### config.mk
export PLATFORM = sky130hd
export DESIGN_NAME = multi_cycle_ctrl
export DESIGN_NICKNAME = d
export VERILOG_FILES = /design/src/rtl/multi_cycle_ctrl_pkg.sv /design/src/rtl/multi_cycle_ctrl_alu_decoder.sv /design/src/rtl/multi_cycle_ctrl.sv
export SDC_FILE = /design/constraint.sdc
export NUM_CORES = 1
export LEC_CHECK = 0
export ABC_CLOCK_PERIOD_IN_PS = 1700
export BUFFER_PORTS_ARGS = -buffer_cell sky130_fd_sc_hd__clkbuf_2
export CORE_MARGIN = 3
export CORE_UTILIZATION = 40
export DETAILED_ROUTE_END_ITERATION = 7
export GPL_ROUTABILITY_DRIVEN = 0
export PLACE_DENSITY = 0.88
export SETUP_SLACK_MARGIN = 0.02
export SLEW_MARGIN = 40
export SYNTH_ARGS = -nofsm -noshare
export SYNTH_HDL_FRONTEND = slang
export SYNTH_SLANG_ARGS = --single-unit
### constraint.sdc
create_clock -name clk -period 1.7 [get_ports clk]
set_input_delay 0.085 -clock clk [delete_from_list [all_inputs] [get_ports clk]]
set_output_delay 0.085 -clock clk [all_outputs]
set_load 0.03 [all_outputs]
### src/rtl/multi_cycle_ctrl_pkg.sv
// multi_cycle_ctrl_pkg: state, opcode, funct and ALU encodings for the multicycle control FSM
package multi_cycle_ctrl_pkg;
  typedef enum logic [3:0] {
    S_IF      = 4'd0,
    S_ID      = 4'd1,
    S_MEM_ADR = 4'd2,
    S_MEM_RD  = 4'd3,
    S_LW_WB   = 4'd4,
    S_MEM_WR  = 4'd5,
    S_R_EXE   = 4'd6,
    S_R_WB    = 4'd7,
    S_BEQ     = 4'd8,
    S_JMP     = 4'd9,
    S_I_EXE   = 4'd10,
    S_I_WB    = 4'd11
  } state_t;
  localparam logic [5:0] OP_R    = 6'b000000;
  localparam logic [5:0] OP_LW   = 6'b100011;
  localparam logic [5:0] OP_SW   = 6'b101011;
  localparam logic [5:0] OP_BEQ  = 6'b000100;
  localparam logic [5:0] OP_J    = 6'b000010;
  localparam logic [5:0] OP_ADDI = 6'b001000;
  localparam logic [5:0] OP_SLTI = 6'b001010;
  localparam logic [5:0] FN_ADD = 6'b100000;
  localparam logic [5:0] FN_SUB = 6'b100010;
  localparam logic [5:0] FN_AND = 6'b100100;
  localparam logic [5:0] FN_OR  = 6'b100101;
  localparam logic [5:0] FN_XOR = 6'b100110;
  localparam logic [5:0] FN_NOR = 6'b100111;
  localparam logic [5:0] FN_SLT = 6'b101010;
  localparam logic [5:0] FN_SRL = 6'b000010;
  localparam logic [2:0] ALU_AND = 3'b000;
  localparam logic [2:0] ALU_OR  = 3'b001;
  localparam logic [2:0] ALU_ADD = 3'b010;
  localparam logic [2:0] ALU_XOR = 3'b011;
  localparam logic [2:0] ALU_NOR = 3'b100;
  localparam logic [2:0] ALU_SRL = 3'b101;
  localparam logic [2:0] ALU_SUB = 3'b110;
  localparam logic [2:0] ALU_SLT = 3'b111;
  function automatic state_t id_next(input logic [5:0] op, input logic r_legal);
    case (op)
      OP_R:             return r_legal ? S_R_EXE : S_IF;
      OP_LW, OP_SW:     return S_MEM_ADR;
      OP_BEQ:           return S_BEQ;
      OP_J:             return S_JMP;
      OP_ADDI, OP_SLTI: return S_I_EXE;
      default:          return S_IF;
    endcase
  endfunction
endpackage

### src/rtl/multi_cycle_ctrl_alu_decoder.sv
// alu_decoder: R-type funct to ALU operation, with legality and overflow-check flags
module alu_decoder
  import multi_cycle_ctrl_pkg::*;
(
  input  logic [5:0] funct,
  output logic [2:0] alu_op,
  output logic       ovf_chk,
  output logic       legal
);
  always_comb begin
    alu_op = ALU_ADD;
    legal  = 1'b1;
    case (funct)
      FN_ADD:  alu_op = ALU_ADD;
      FN_SUB:  alu_op = ALU_SUB;
      FN_AND:  alu_op = ALU_AND;
      FN_OR:   alu_op = ALU_OR;
      FN_XOR:  alu_op = ALU_XOR;
      FN_NOR:  alu_op = ALU_NOR;
      FN_SLT:  alu_op = ALU_SLT;
      FN_SRL:  alu_op = ALU_SRL;
      default: legal  = 1'b0;
    endcase
  end
  assign ovf_chk = (funct == FN_ADD) | (funct == FN_SUB);
endmodule

### src/rtl/multi_cycle_ctrl.sv
// multi_cycle_ctrl: Moore control FSM sequencing the multicycle MIPS datapath
module multi_cycle_ctrl
  import multi_cycle_ctrl_pkg::*;
(
  input  logic        clk,
  input  logic        reset,
  input  logic        MIO_ready,
  input  logic [31:0] Inst,
  input  logic        zero,
  input  logic        overflow,
  output logic        MemRead,
  output logic        MemWrite,
  output logic        CPU_MIO,
  output logic        IorD,
  output logic        IRWrite,
  output logic        RegWrite,
  output logic        ALUSrcA,
  output logic        PCWrite,
  output logic        PCWriteCond,
  output logic        Branch,
  output logic [1:0]  RegDst,
  output logic [1:0]  MemtoReg,
  output logic [1:0]  ALUSrcB,
  output logic [1:0]  PCSource,
  output logic [2:0]  ALU_operation,
  output logic [3:0]  state_out
);
  state_t     state_q, state_d;
  logic       ovf_q, ovf_d;
  logic [5:0] op;
  logic [2:0] r_alu_op;
  logic       r_ovf_chk, r_legal;
  logic       unused_zero;
  assign op = Inst[31:26];
  assign unused_zero = zero;
  alu_decoder u_dec (
    .funct   (Inst[5:0]),
    .alu_op  (r_alu_op),
    .ovf_chk (r_ovf_chk),
    .legal   (r_legal)
  );
  always_ff @(posedge clk) begin
    if (reset) begin
      state_q <= S_IF;
      ovf_q   <= 1'b0;
    end else begin
      state_q <= state_d;
      ovf_q   <= ovf_d;
    end
  end
  always_comb begin
    state_d = state_q;
    ovf_d   = ovf_q;
    if (MIO_ready) begin
      case (state_q)
        S_IF:      state_d = S_ID;
        S_ID:      state_d = id_next(op, r_legal);
        S_MEM_ADR: state_d = (op == OP_SW) ? S_MEM_WR : S_MEM_RD;
        S_MEM_RD:  state_d = S_LW_WB;
        S_R_EXE:   state_d = S_R_WB;
        S_I_EXE:   state_d = S_I_WB;
        default:   state_d = S_IF;
      endcase
      ovf_d = (state_q == S_R_EXE) ? overflow & r_ovf_chk :
              (state_q == S_I_EXE) ? overflow & (op == OP_ADDI) :
              (state_q == S_IF)    ? 1'b0 : ovf_q;
    end
  end
  always_comb begin
    {MemRead, MemWrite, IorD, IRWrite, RegWrite, ALUSrcA, PCWrite, PCWriteCond, Branch} = '0;
    {RegDst, MemtoReg, ALUSrcB, PCSource} = '0;
    ALU_operation = ALU_ADD;
    state_out     = state_q;
    case (state_q)
      S_IF: begin
        {MemRead, IRWrite, ALUSrcA, PCWrite} = '1;
        ALUSrcB = 2'b01;
      end
      S_ID: begin
        ALUSrcA = 1'b1;
        ALUSrcB = 2'b11;
      end
      S_MEM_ADR: ALUSrcB = 2'b10;
      S_MEM_RD:  {MemRead, IorD} = '1;
      S_LW_WB: begin
        MemtoReg = 2'b01;
        RegWrite = 1'b1;
      end
      S_MEM_WR:  {MemWrite, IorD} = '1;
      S_R_EXE:   ALU_operation = r_alu_op;
      S_R_WB: begin
        RegDst   = 2'b01;
        RegWrite = !ovf_q;
      end
      S_BEQ: begin
        ALU_operation = ALU_SUB;
        {PCWriteCond, Branch} = '1;
        PCSource = 2'b01;
      end
      S_JMP: begin
        PCSource = 2'b10;
        PCWrite  = 1'b1;
      end
      S_I_EXE: begin
        ALUSrcB       = 2'b10;
        ALU_operation = (op == OP_SLTI) ? ALU_SLT : ALU_ADD;
      end
      S_I_WB:  RegWrite = !ovf_q;
      default: ;
    endcase
    // a stalled bus must see no state-changing write strobes
    if (!MIO_ready) {PCWrite, PCWriteCond, IRWrite, RegWrite, MemWrite} = '0;
    if (reset) begin
      {MemRead, MemWrite, IorD, IRWrite, RegWrite, ALUSrcA, PCWrite, PCWriteCond, Branch} = '0;
      {RegDst, MemtoReg, ALUSrcB, PCSource, ALU_operation, state_out} = '0;
    end
  end
  assign CPU_MIO = MemRead | MemWrite;
endmodule

## Word level (Yosys, flattened, before mapping)

Index checks and enable logic that the tools add are counted.

- Add/sub/neg operators: 0
- Multipliers: 0
- Div/mod/pow operators: 0
- $lt $le $gt $ge: 0
- Equality and inequality tests: 25
- Shift-type cells: 0
- Mux-type cells: 43
- Bitwise gates (word level): 4
- Reduce and logical (&&, ||, !) cells: 14

Operators with widths:

| cell | count |
|---|---|
| $eq A6 B6 Y1 const B | 9 |
| $mux W1 | 27 |
| $pmux W4 S6 | 1 |
| $pmux W3 S7 | 1 |
| $pmux W4 S5 | 1 |
| $eq A4 B3 Y1 const B | 4 |
| $eq A4 B4 Y1 const B | 4 |
| $reduce_or A2 Y1 | 8 |
| $eq A6 B2 Y1 const B | 2 |
| $eq A6 B4 Y1 const B | 2 |
| $mux W3 | 4 |
| $pmux W3 S3 | 1 |
| $eq A4 B2 Y1 const B | 2 |
| $mux W2 | 4 |
| $reduce_or A8 Y1 | 1 |
| $eq A6 B3 Y1 const B | 1 |
| $logic_not A6 Y1 | 1 |
| $pmux W2 S3 | 1 |
| $eq A4 B1 Y1 const B | 1 |
| $logic_not A4 Y1 | 1 |
| $mux W4 | 1 |
| $pmux W2 S2 | 1 |
| $reduce_bool A3 Y1 | 1 |
| $and A1 B1 Y1 | 2 |
| other kinds (4) | 5 |

- Bits in registers: 5
- Latch bits: 0
- Memory bits (writable): 0
- Bits in read-only memories: 0
- Input port bits: 37
- Output and inout bits: 25
- Logic and storage cells: 88
- Memories kept: 0

## Depth between registers and ports, before layout

- Depth after elaboration: 6
- Depth in mapped cells: 6
- Mapped depth without buffers: 5

## Modules after synthesis

From an unflattened synthesis, not the netlist that was laid out.

- Cells, all modules: 126
- Area total of the unflattened synthesis: 847.1 um^2

Modules (own cells, without submodules):

| module | times used | cells each | area each (um^2) | sequential area each (um^2) |
|---|---|---|---|---|
| multi_cycle_ctrl | 1 | 101 | 694.4 | 100.1 |
| alu_decoder | 1 | 25 | 152.6 | 0.0 |

## Worst setup path after synthesis

OpenSTA, ideal clock, no wires.

- Path type: reg2out
- From: register state_q[2]
- To: output CPU_MIO
- Data arrival time: 2154 ps
- Required time: 1615 ps
- Path slack: -539 ps
- Cell stages (with the launch flop): 6
- Path buffers: 2
- Cell sequence: dfxtp_1 buf_2 clkbuf_1 nand2_1 nor4_1 or2_1

- Word-level cells in the longest chain between the ends: 5
- Elaborated cells between the ends (all ways): 10
- Those cells by class: eq/ne (2); mux (5); bitwise (1); reduce/logical (2)

RTL lines:

| element | RTL line | RTL |
|---|---|---|
| from (decl) | multi_cycle_ctrl.sv:28 | `state_t state_q, state_d;` |
| from (signal assigned) | multi_cycle_ctrl.sv:47 | `state_q <= state_d;` |
| $eq A4 B3 Y1 | multi_cycle_ctrl.sv:74 | `case (state_q)` |
| $mux W1 | multi_cycle_ctrl.sv:74 |  |
| $mux W1 | multi_cycle_ctrl.sv:112 | `if (!MIO_ready) {PCWrite, PCWriteCond, IRWrite, RegWrite, MemWrite} = '0;` |
| $mux W1 | multi_cycle_ctrl.sv:113 | `if (reset) begin` |
| named net MemWrite | multi_cycle_ctrl.sv:12 | `output logic MemWrite,` |
| $or A1 B1 Y1 | multi_cycle_ctrl.sv:118 | `assign CPU_MIO = MemRead \| MemWrite;` |
| to (decl) | multi_cycle_ctrl.sv:13 | `output logic CPU_MIO,` |

The timed path passes the listed nets, and every way through them passes these cells.

## Worst setup path after layout

- From: register state_q[3]
- To: output ALU_operation[2]

- Word-level cells in the longest chain between the ends: 3
- Elaborated cells between the ends (all ways): 5
- Those cells by class: eq/ne (3); mux (2)

RTL lines:

| element | RTL line | RTL |
|---|---|---|
| $eq A4 B4 Y1 or $eq A4 B3 Y1 (tied branches) | multi_cycle_ctrl.sv:74 |  |
| $pmux W3 S3 * | multi_cycle_ctrl.sv:74 |  |
| $mux W3 * | multi_cycle_ctrl.sv:113 |  |
| to (decl) | multi_cycle_ctrl.sv:25 | `output logic [2:0] ALU_operation,` |

Mark *: on every way between the ends. The rest lies on a longest branch, timed or not.

==> results by group <==
Timing
  • FMAX: about 570 MHz
  • Final WS setup: -45.6 ps
  • Layout Skew: ~8.0 ps
  • Period minus WS final: between 1500 and 2000 ps
  • Final Max Tran Viols: 0
  • Unrepaired setup endpoints after global routing: yes
  • Final setup viols: 1
  • WHS: approximately 83 ps
  • Period Utilization, post-route: 103%
  • Final hold violation count: 0

Floorplan
  • Num rows: 15
  • Die Height: between 50 and 60 um
  • Initial cell density of the core: around 45%
  • Die width: about 52 um
  • Core Area: roughly 1900 um^2
  • Io pins: 62
  • Die footprint: between 2000 and 3000 um^2

Yosys
  • Number of synthesized flops with an enable pin: 0
  • Post-Synth Simple-Gate Area: about half
  • Seq/Total Area, Yosys: 11.9%
  • Predominant post-synthesis flop cell: dfxtp_1
  • Largest family of logic cells by synthesized area: simple AND/OR/NAND/NOR gates
  • Synth cell types: 48
  • Mux share of post-synthesis cell area: 0%
  • Compound-Gate Fraction of Synth Area: between 20% and 30%
  • Yosys warns: 0
  • #FFs+latches synth: 5
  • Adder-Cell Fraction of Synth Area: 0%
  • Syn_area_per_cell: 6.39 um^2
  • Cell count after synthesis: roughly 130
  • Cell Area, Synth: 843 um^2
  • XOR/XNOR Fraction of Synth Area: ~2.1%
  • Async set-or-reset flop fraction in the synthesized netlist: 0%

Cells and area
  • Share of layout cells above drive strength 1: ~41%
  • Commonest non-fill, non-tap cell in the layout: clkbuf_2
  • Antenna cell count: 0
  • Syn-to-layout area delta: 45.3%
  • Nets: approximately 210
  • Commonest cells after routing, fill and taps aside: 35 x clkbuf_2, 14 x nor2_1, 13 x buf_4, 7 x nand3_1, 7 x nand2_1

Setup path
  • Worst setup path end: ALU_operation[2]
  • CP startpoint kind: flop
  • R2r setup slk: around 50 ps
  • CP max stage cell: dfxtp_2
  • CP Data Required Time: between 1500 and 2000 ps
  • RR Endpoint: state_q[1]$_SDFFE_PP0P_
  • Cell depth of the worst setup path: 6
  • Max incr delay on CP: approximately 320 ps
  • CP endpoint kind: primary output
  • Critical path, cell by cell: buf_6, nand3b_1, nor3_2, nand3_1, a31oi_1, buf_4
  • Crit path from: state_q[3]$_SDFFE_PP0P_
  • Critical Path AT: about 1700 ps
  • Worst R2R Start: state_q[3]$_SDFFE_PP0P_
  • R2R cell count: 4
  • Buf+Inv Stages, Crit Path: 2
  • Critical path's top delay family: simple AND/OR/NAND/NOR gates
  • CP max FO: 5
  • Worst setup path category: flop to primary output

Global route
  • Gr usage total: 21.4%
  • Initial antenna violation count: 0
  • Pin count of the biggest net entering global routing: 23
  • First-pass GRT wire length: about 4500 um
  • Global route overflow: 0
  • Vias in the first global route: 1042

CTS
  • Longest Clk Path Bufs: 2
  • Clock slew at reported path FFs: ~50 ps
  • CTS tree: yes
  • Sinks on Clock Net: 5
  • Number of buffers created by CTS: 3
  • H-Tree Depth: 1
  • Root Driver: clkbuf_4
  • Clock latency on the worst-skew pair: 260 ps

Drt
  • Avg WL per Cell: approximately 15 um
  • Initial DRC Count: 42
  • Routed wire length: 3090 um
  • Via Count: approximately 1200
  • # DRC: 0
  • First-pass DRT Iterations: 4
  • DRT antenna net count: 0
  • Avg Vias per Cell: approximately 6.0

Hold path
  • Tightest Hold Check Type: input port to flop

Placed design
  • I/O Buffers: 38
  • DP HPWL: between 2000 and 2500 um

Power
  • Combinational group share of total power: ~41%
  • Total power: 455 uW
  • Register share of total power: 26.6%
  • Switching power: roughly 180 uW
  • Net Sw Frac: between 30% and 40%
  • P_int: approximately 270 uW
  • Leakage: ~0.00054 uW
  • PwrDens: around 370 nW/um^2
  • Clock power share: between 30% and 40%
  • Max IR drop VDD: 0.285 mV

Run status
  • Outcome: complete, but fails checks
  • Failing checks: negative setup slack

Job
  • Max cap viols: 0
-- cells in the mapped netlist, types with 4 or more instances --
cell	n	area, um^2
inv_1	6	22.5
buf_4	4	30.0
nor4_1	4	25.0
dfxtp_1	5	100
nor2_1	16	60.1
o21ai_0	5	25.0
nand2b_1	6	37.5
nand3b_1	4	30.0
clkbuf_1	6	22.5
nor3_1	8	40.0
nand3_1	7	35.0
nand2_1	7	26.3
a21oi_1	6	30.0
-- stage by stage --
stage / util [%] / std cells / setup TNS, ps / worst slack (ps) / area [um^2]
after floorplan: - / 133 / 0 / 18.2 / 876
final: 65.9 / 201 / -45.6 / -45.6 / 1220
after global routing: 65.9 / 201 / -190 / -114 / 1220
after global placement: 59.5 / 193 / 0 / 121 / 1110
after detailed placement: 59.5 / 193 / 0 / 49.9 / 1110
after CTS: 62.2 / 198 / 0 / 18.0 / 1150
-- flip-flops by register name (all words and copies together) (netlist names) --
register,cells
ovf_q,1
state_q,4
-- worst reg2reg max path: stages (launching register included) --
cell      delay [ps]
dfxtp_2          320
buf_4            130
or3_4            400
or4_4            570
o221ai_2         150
-- area by class of cell --
type	instances	area (um^2)
tap	25	31.3
timing repair buffer	52	314
inverter	7	28.8
clock buffer	4	26.3
multi-input combinational	108	721
sequential	5	104
fill	162	633
-- power by group through the flow --
stage	Clock, uW	Combinational (uW)	Sequential [uW]
after floorplan	0	114	124
after global placement	0	167	123
after detailed placement	0	174	123
after CTS	151	176	121
after global routing	168	199	121
final	149	185	121
-- worst min-delay path by stage --
stage,startpoint,end,depth (start not counted)
2_1_floorplan,overflow,ovf_q$_SDFFE_PP0P_,2
3_3_place_gp,overflow,ovf_q$_SDFFE_PP0P_,3
3_5_place_dp,overflow,ovf_q$_SDFFE_PP0P_,3
4_1_cts,overflow,ovf_q$_SDFFE_PP0P_,3
5_1_grt,overflow,ovf_q$_SDFFE_PP0P_,3
6_report,overflow,ovf_q$_SDFFE_PP0P_,3
-- repair_timing --
item / CTS / global route
buffers inserted: 1 / 3
endpoints found under the setup margin: 3 / 12
pin swaps: 0 / 8
gates resized for setup: 4 / 19
hold buffers: 0 / 0
-- per-layer routing --
metal  up-vias  track usage [%]  share of wire, %
met5         -                0                 0
met4         0             7.42               1.4
met3         8             2.87               8.2
met2        68             37.7                49
met1       562             26.2                41
li1        567                -                 -
-- kinds of logic after synthesis --
| family | after synthesis |
|---|---|
| compound gates | 32 |
| xor+xnor | 2 |
| other cells | 1 |
| flops | 5 |
| buf+inv | 20 |
| simple gates | 72 |
(Power assumes the default switching activity.)
